File: src/rtl/i2s_rx_master_pkg.sv
// Shared constants and helpers for the I2S receive/transmit family.
// No logic; channel/framing encodings and counter sizing only.
// Imported by the clock generator and the receiver.
package i2s_rx_master_pkg;

  localparam logic CH_LEFT  = 1'b0;
  localparam logic CH_RIGHT = 1'b1;

  localparam int MODE_I2S = 0;
  localparam int MODE_LJ  = 1;

  // Counter width for a 0..v-1 counter, never narrower than one bit.
  function automatic int clog2(input int v);
    return (v <= 2) ? 1 : $clog2(v);
  endfunction

endpackage

File: src/rtl/i2s_clk_gen.sv
// Bit/word clock generator: divides clk_i into sclk_o, tracks slot position, toggles wsel_o.
// Latency: strobes are combinational from div_cnt; sclk_o/wsel_o/bit_pos update on the strobe edge.
// Backpressure: none; en_i=0 parks every counter and output at zero.
module i2s_clk_gen
  import i2s_rx_master_pkg::*;
#(
  parameter int CLK_DIV    = 4,
  parameter int SLOT_WIDTH = 32
) (
  input  logic                         clk_i,
  input  logic                         rst_i,
  input  logic                         en_i,
  output logic                         sclk_o,
  output logic                         wsel_o,
  output logic                         rise_stb,
  output logic                         fall_stb,
  output logic [clog2(SLOT_WIDTH)-1:0] bit_pos
);

  localparam int DW = clog2(CLK_DIV);
  localparam int PW = clog2(SLOT_WIDTH);
  localparam logic [DW-1:0] RISE_CNT = DW'(CLK_DIV / 2 - 1);
  localparam logic [DW-1:0] LAST_CNT = DW'(CLK_DIV - 1);
  localparam logic [PW-1:0] LAST_POS = PW'(SLOT_WIDTH - 1);

  logic [DW-1:0] div_cnt;

  assign rise_stb = en_i && (div_cnt == RISE_CNT);
  assign fall_stb = en_i && (div_cnt == LAST_CNT);

  always_ff @(posedge clk_i) begin
    if (rst_i || !en_i) begin
      div_cnt <= '0;
      sclk_o  <= 1'b0;
      bit_pos <= '0;
      wsel_o  <= CH_LEFT;
    end else begin
      div_cnt <= fall_stb ? '0 : div_cnt + 1'b1;
      if (rise_stb) begin
        sclk_o <= 1'b1;
      end else if (fall_stb) begin
        sclk_o <= 1'b0;
      end
      // Slot boundary and word-select change share the falling sclk edge.
      if (fall_stb) begin
        if (bit_pos == LAST_POS) begin
          bit_pos <= '0;
          wsel_o  <= ~wsel_o;
        end else begin
          bit_pos <= bit_pos + 1'b1;
        end
      end
    end
  end

endmodule

File: src/rtl/i2s_rx_master.sv
// I2S master receiver: drives sclk/wsel, captures one word per slot, presents it on valid/ready.
// Latency: valid_o rises one clk_i cycle after the edge that samples the word's LSB.
// Backpressure: single output register; a word completing while one is held is dropped and ovf_o sets.
module i2s_rx_master
  import i2s_rx_master_pkg::*;
#(
  parameter int WORD_WIDTH = 16,
  parameter int SLOT_WIDTH = 32,
  parameter int CLK_DIV    = 4,
  parameter int LJ_MODE    = 0
) (
  input  logic                  clk_i,
  input  logic                  rst_i,
  input  logic                  en_i,
  input  logic                  sdat_i,
  output logic                  sclk_o,
  output logic                  wsel_o,
  output logic [WORD_WIDTH-1:0] data_o,
  output logic                  lr_chnl_o,
  output logic                  valid_o,
  input  logic                  ready_i,
  output logic                  ovf_o,
  input  logic                  ovf_clr_i
);

  localparam int PW = clog2(SLOT_WIDTH);
  localparam int LEAD = (LJ_MODE == MODE_LJ) ? 0 : 1;
  localparam logic [PW-1:0] LSB_POS = PW'(WORD_WIDTH - 1 + LEAD);

  if (CLK_DIV < 2 || (CLK_DIV % 2) != 0) begin : g_bad_div
    $error("CLK_DIV must be even and at least 2");
  end
  if (SLOT_WIDTH < WORD_WIDTH + LEAD) begin : g_bad_slot
    $error("SLOT_WIDTH too small for WORD_WIDTH in this framing");
  end
  if (WORD_WIDTH < 2) begin : g_bad_word
    $error("WORD_WIDTH must be at least 2");
  end

  logic                  rise_stb;
  logic                  fall_stb_unused;
  logic [PW-1:0]         bit_pos;
  logic [WORD_WIDTH-1:0] shreg;
  logic [WORD_WIDTH-1:0] word;
  logic                  complete;
  logic                  xfer;

  i2s_clk_gen #(
    .CLK_DIV    (CLK_DIV),
    .SLOT_WIDTH (SLOT_WIDTH)
  ) u_clk_gen (
    .clk_i    (clk_i),
    .rst_i    (rst_i),
    .en_i     (en_i),
    .sclk_o   (sclk_o),
    .wsel_o   (wsel_o),
    .rise_stb (rise_stb),
    .fall_stb (fall_stb_unused),
    .bit_pos  (bit_pos)
  );

  // Shift on every rising strobe; at the LSB position the last WORD_WIDTH
  // bits are exactly the capture window, so out-of-window bits fall away.
  assign word     = {shreg[WORD_WIDTH-2:0], sdat_i};
  assign complete = rise_stb && (bit_pos == LSB_POS);
  assign xfer     = valid_o && ready_i;

  always_ff @(posedge clk_i) begin
    if (rst_i || !en_i) begin
      shreg <= '0;
    end else if (rise_stb) begin
      shreg <= word;
    end
  end

  always_ff @(posedge clk_i) begin
    if (rst_i) begin
      data_o    <= '0;
      lr_chnl_o <= CH_LEFT;
      valid_o   <= 1'b0;
      ovf_o     <= 1'b0;
    end else begin
      if (complete && (!valid_o || ready_i)) begin
        data_o    <= word;
        lr_chnl_o <= wsel_o;
        valid_o   <= 1'b1;
      end else if (xfer) begin
        valid_o <= 1'b0;
      end
      if (complete && valid_o && !ready_i) begin
        ovf_o <= 1'b1;
      end else if (ovf_clr_i) begin
        ovf_o <= 1'b0;
      end
    end
  end

endmodule

File: config.mk
export PLATFORM = sky130hd
export DESIGN_NAME = i2s_rx_master
export DESIGN_NICKNAME = d
export VERILOG_FILES = /design/src/rtl/i2s_rx_master_pkg.sv /design/src/rtl/i2s_clk_gen.sv /design/src/rtl/i2s_rx_master.sv
export SDC_FILE = /design/constraint.sdc
export NUM_CORES = 1
export LEC_CHECK = 0
export ABC_AREA = 1
export CORE_ASPECT_RATIO = 0.6
export CORE_MARGIN = 5
export CORE_UTILIZATION = 35
export CTS_BUF_LIST = sky130_fd_sc_hd__clkbuf_4
export DETAILED_ROUTE_END_ITERATION = 7
export SLEW_MARGIN = 40
export SYNTH_ARGS = -nofsm -noshare
export SYNTH_HDL_FRONTEND = slang
export SYNTH_SLANG_ARGS = --single-unit
File: constraint.sdc
create_clock -name clk_i -period 1.9 [get_ports clk_i]
set_clock_uncertainty 0.2 [all_clocks]
set_input_delay 0.475 -clock clk_i [delete_from_list [all_inputs] [get_ports clk_i]]
set_output_delay 0.475 -clock clk_i [all_outputs]
set_load 0.02 [all_outputs]
* After elaboration in Yosys (flattened, before gate mapping) *
Index checks and enable logic that the tools add are counted.

word-level totals
  word-level logic and storage cells = 40
  memory bits (writable) = 0
  input bits = 6
  flip-flop bits (word level) = 43
  memories = 0
  bits in latches = 0
  bits in read-only memories = 0
  output and inout bits = 21

cells by class
  order comparisons = 0
  divide/modulo/power cells = 0
  reduce and logical (&&, ||, !) cells = 17
  bitwise operators = 1
  shift-type cells = 0
  equality and inequality tests = 4
  $mul = 0
  add/subtract/negate cells = 2
  multiplexer cells = 7

operators with widths
  kind                                                 number
  equality test 5 bit, second input constant           2
  logical AND 1 bit                                    7
  two-way mux 1 bit                                    6
  nonzero test 2 bit                                   3
  adder 5 x 1 -> 5 bit, second input constant          1
  two-way mux 5 bit                                    1
  zero test 1 bit                                      3
  adder 2 x 1 -> 2 bit, second input constant          1
  equality test 2 x 1 -> 1 bit, second input constant  1
  equality test 2 bit, second input constant           1
  logical OR 1 bit                                     2
  AND reduction 2 bit                                  1
  OR reduction 2 bit                                   1
  NOT 1 bit                                            1

* Logic depth before layout (Yosys ltp) *
  depth after elaboration = 6
  mapped depth = 9
  gate-level depth less buffers = 9

* Modules after synthesis *
A second synthesis with hierarchy kept.

second synthesis, totals
  cells, all modules = 235
  area total of the unflattened synthesis = 1789.2 um^2

modules (own cells, without submodules)
  module         cells an instance  area each (um^2)  instances  seq. area each (um^2)
  i2s_rx_master  181                1366.3            1          680.7
  i2s_clk_gen    54                 422.9             1          180.2

* Worst setup path before layout *
Ideal clock, no wire load.

  path kind = input-to-reg
  from = input port ready_i
  to = register data_o[10]
  path buffers = 2
  data arrival time = 1276 ps
  cell stages on the path = 7
  slack = 314 ps
  setup time = 110 ps
  required time = 1590 ps
  cells stage by stage = inv_1 -> nand2_1 -> clkbuf_1 -> buf_2 -> nand4_1 -> nand2_1 -> nor2_1

on the way
  cells in the longest elaborated chain, start to end = 2

RTL lines
  what                  line                 source
  from (decl)           i2s_rx_master.sv:21  input logic ready_i,
  logical OR 1 bit      i2s_rx_master.sv:83  if (complete && (!valid_o || ready_i)) begin
  logical AND 1 bit     i2s_rx_master.sv:83
  to (signal assigned)  i2s_rx_master.sv:84  data_o <= word;
  to (decl)             i2s_rx_master.sv:18  output logic [WORD_WIDTH-1:0] data_o,

Every way passes these cells.
A chain may end at the register's enable or synchronous reset.

* Final worst setup path *
  from = register u_clk_gen.sclk_o
  to = output port sclk_o

RTL lines
  what                    line                 source
  from (decl)             i2s_clk_gen.sv:13    output logic sclk_o,
  from (signal assigned)  i2s_clk_gen.sv:34    sclk_o <= 1'b0;
  from (signal assigned)  i2s_clk_gen.sv:40    sclk_o <= 1'b1;
  from (signal assigned)  i2s_clk_gen.sv:42    sclk_o <= 1'b0;
  to (decl)               i2s_rx_master.sv:16  output logic sclk_o,

No word-level cell between the ends.

==> results by group <==
Routing
  • Detailed-route vias per instance: approximately 4.4
  • Drt first pass iters: 4
  • Post-DRT Antenna Nets: 0
  • DRC Markers: 0
  • DR iter-0 viols: just over 40
  • WL/cell: roughly 11 microns
  • DR vias: 1599
  • WL final: 3.881 mm

Global routing
  • Initial antenna violation count: 0
  • GRT Util Overall: about an eighth
  • Global-route wire length before repair: between 6 and 7 mm
  • Largest net degree at the start of global routing: 19
  • Vias in the first global route: 1471
  • Grt ovf: 0

Power
  • P_leak: 0.001114 uW
  • Maximum VDD drop: 0.2913 mV
  • Cell Pwr Density: between 600 and 700 nW/um^2

Worst setup path
  • Crit path DAT: ~1100 ps
  • CP Max Fanout: 2
  • Crit path cell chain: dlygate4sd2_1
  • Buf/Inv on CP: 1
  • Critical path class: reg2out
  • CP top delay family: flip-flops
  • CP peak stage delay: 360 ps
  • CP Capture Type: primary output
  • CP startpoint: u_clk_gen.sclk_o
  • Critical path's slowest cell: dfxtp_1
  • Crit path required time: ~1200 ps
  • Worst setup SP type: register
  • RR Startpoint: u_clk_gen.bit_pos[0]

Synth
  • Post-synth top area share: 46.11%
  • Synth cell types: 21
  • Yosys warning count: 0
  • Yosys reg bits: 43
  • Mapped Area: roughly 1900 sq um
  • Post-synth top cells: inv_1, nand2_1, dfxtp_1, a21oi_1, nor2_1
  • Cell accounting for the most synthesized area: dfxtp_1
  • Post-synthesis async set-or-reset flop share: 0%
  • Synth area leaders: dfxtp_1, inv_1, nand2_1, a21oi_1, nand4_1
  • Most common cell in the netlist: inv_1
  • Main synth FF type: dfxtp_1
  • Syn Area/Cell: a little over 7 sq um
  • Mapped Cells: about 260
  • Seq/Total Area, Yosys: 46.11%
  • Post-synthesis net count: 270
  • EDFF count, synth: 0

Layout
  • Diode count: 0
  • Ratio of cells with drive above 1 in the final layout: roughly a tenth
  • Area growth, synth to finish: 24.80%
  • Final #Nets: between 300 and 400
  • Fill count: approximately 560

Timing
  • Min cycle time layout: approximately 1700 ps
  • Final Cycle Share: a little over 90%
  • Max-slew violations: 0
  • Final worst slack: 178.1 ps
  • Slew headroom: between 80% and 90%
  • Fin. Hold Viols: 0
  • Total Neg Setup Slack: 0 ps
  • RSZ-0062 raised after global routing: no
  • Max frequency: around 0.58 GHz
  • Worst Tran Pin Value: a little under 300 ps
  • Final setup vio count: 0

Clocking
  • Clock root buffer: clkbuf_4
  • TritonCTS clock tree: done
  • CTS max path bufs: 2
  • Clock Latency Late Sink: about 350 ps
  • Post-CTS Setup Inserts: 0
  • CTS Buf Count: 5
  • CTS sink cnt: 43
  • Clock transition at the registers of the reported paths: about 130 ps
  • H-tree levels: 2

Outcome
  • Outcome: completed

Die
  • Initial Util: 36.57%
  • Die ar.: 6942 sq um
  • Die width: 104.3 microns
  • FP Rows: 20
  • Die Height: between 60 and 70 microns
  • Core ar.: between 5000 and 6000 sq um
  • Top Ports: 27

Place
  • Placer Congestion: between 0.7 and 0.8
  • Setup WS pre-CTS: -115.9 ps
  • DP Wirelength: between 2 and 3 mm
  • Port bufs: 26

Hold path
  • Hold Crit Class: reg2reg
  • Startpoint of the worst hold path: ovf_o

Flow run
  • Max Cap Violations: 0
-- state kept, by name, indices dropped and copies added (netlist names) --
| signal | flops |
|---|---|
| ovf_o | 1 |
| shreg | 15 |
| u_clk_gen.wsel_o | 1 |
| valid_o | 1 |
| u_clk_gen.sclk_o | 1 |
| u_clk_gen.bit_pos | 5 |
| data_o | 16 |
| lr_chnl_o | 1 |
| u_clk_gen.div_cnt | 2 |
-- per-stage QoR --
step	area [sq um]	utilization (%)	hold slack, ps	std cells	power [uW]
2_1_floorplan	1867	-	233.8	259	986.5
3_3_place_gp	2298	45.02	247.7	359	1028
3_5_place_dp	2298	45.02	255.9	359	1029
4_1_cts	2330	45.64	274.1	367	1493
5_1_grt	2330	45.64	283.3	367	1542
6_report	2330	45.64	265.5	367	1469
-- metal layers --
layer	global-route usage (%)	wire (microns)
met1	16.06	2111
met2	17.67	1516
met3	4.259	222
met4	2.908	29
met5	0	0
-- cells by family (layout without fill, tap and decap cells) --
logic type / Yosys count / after routing / synth area share (%)
compound gates: 40 / 40 / 10.72
fa+ha+maj: 5 / 5 / 3.351
buf+inv: 74 / 116 / 15.62
flops: 43 / 43 / 46.11
simple gates: 97 / 97 / 24.20
-- cell type report --
class                      count  area, sq um  area share [%]
inverter                      66        247.7           10.63
timing repair buffer          42        366.6           15.74
clock inverter                 1        5.005          0.2148
tap                           66        82.58           3.545
clock buffer                   7        52.55           2.256
multi-input combinational    142        714.4           30.67
sequential                    43        860.8           36.95
-- where the power goes --
| part | switching (uW) | internal [uW] | total, uW |
|---|---|---|---|
| registers | 6.15 | 912 | 918 |
| clock network | 289 | 173 | 462 |
| logic | 50.0 | 38.8 | 88.8 |
-- worst paths after layout --
path           endpoint  slack [ps]  cells after the start
max reg2reg  data_o[11]         330                      8
min               ovf_o         270                      2
max              sclk_o         180                      1
min reg2reg       ovf_o         270                      2
-- placed cells by master, fill, tap and decap left out --
master and n:
o21ai_1 6, clkdlybuf4s50_1 5, inv_2 3, nand3_1 1, nor2_8 1, clkbuf_4 7, ha_1 5, o21ai_0 12
nand3_4 1, dfxtp_1 43, buf_12 1, nor3_1 4, dlygate4sd2_1 21, nand4_1 17, nand3b_1 1, buf_4 15
nor2_2 1, nand2_1 50, inv_1 63, clkinv_2 1, nor2_1 20, a21oi_1 22, nand2_2 1
-- what timing repair did --
| item | 4_1_cts | 5_1_grt |
|---|---|---|
| hold buffers | 0 | 0 |
| resized for setup | 21 | 0 |
| endpoints found under the setup margin | 21 | 0 |
No activity file was read; power rests on OpenSTA's default activity.
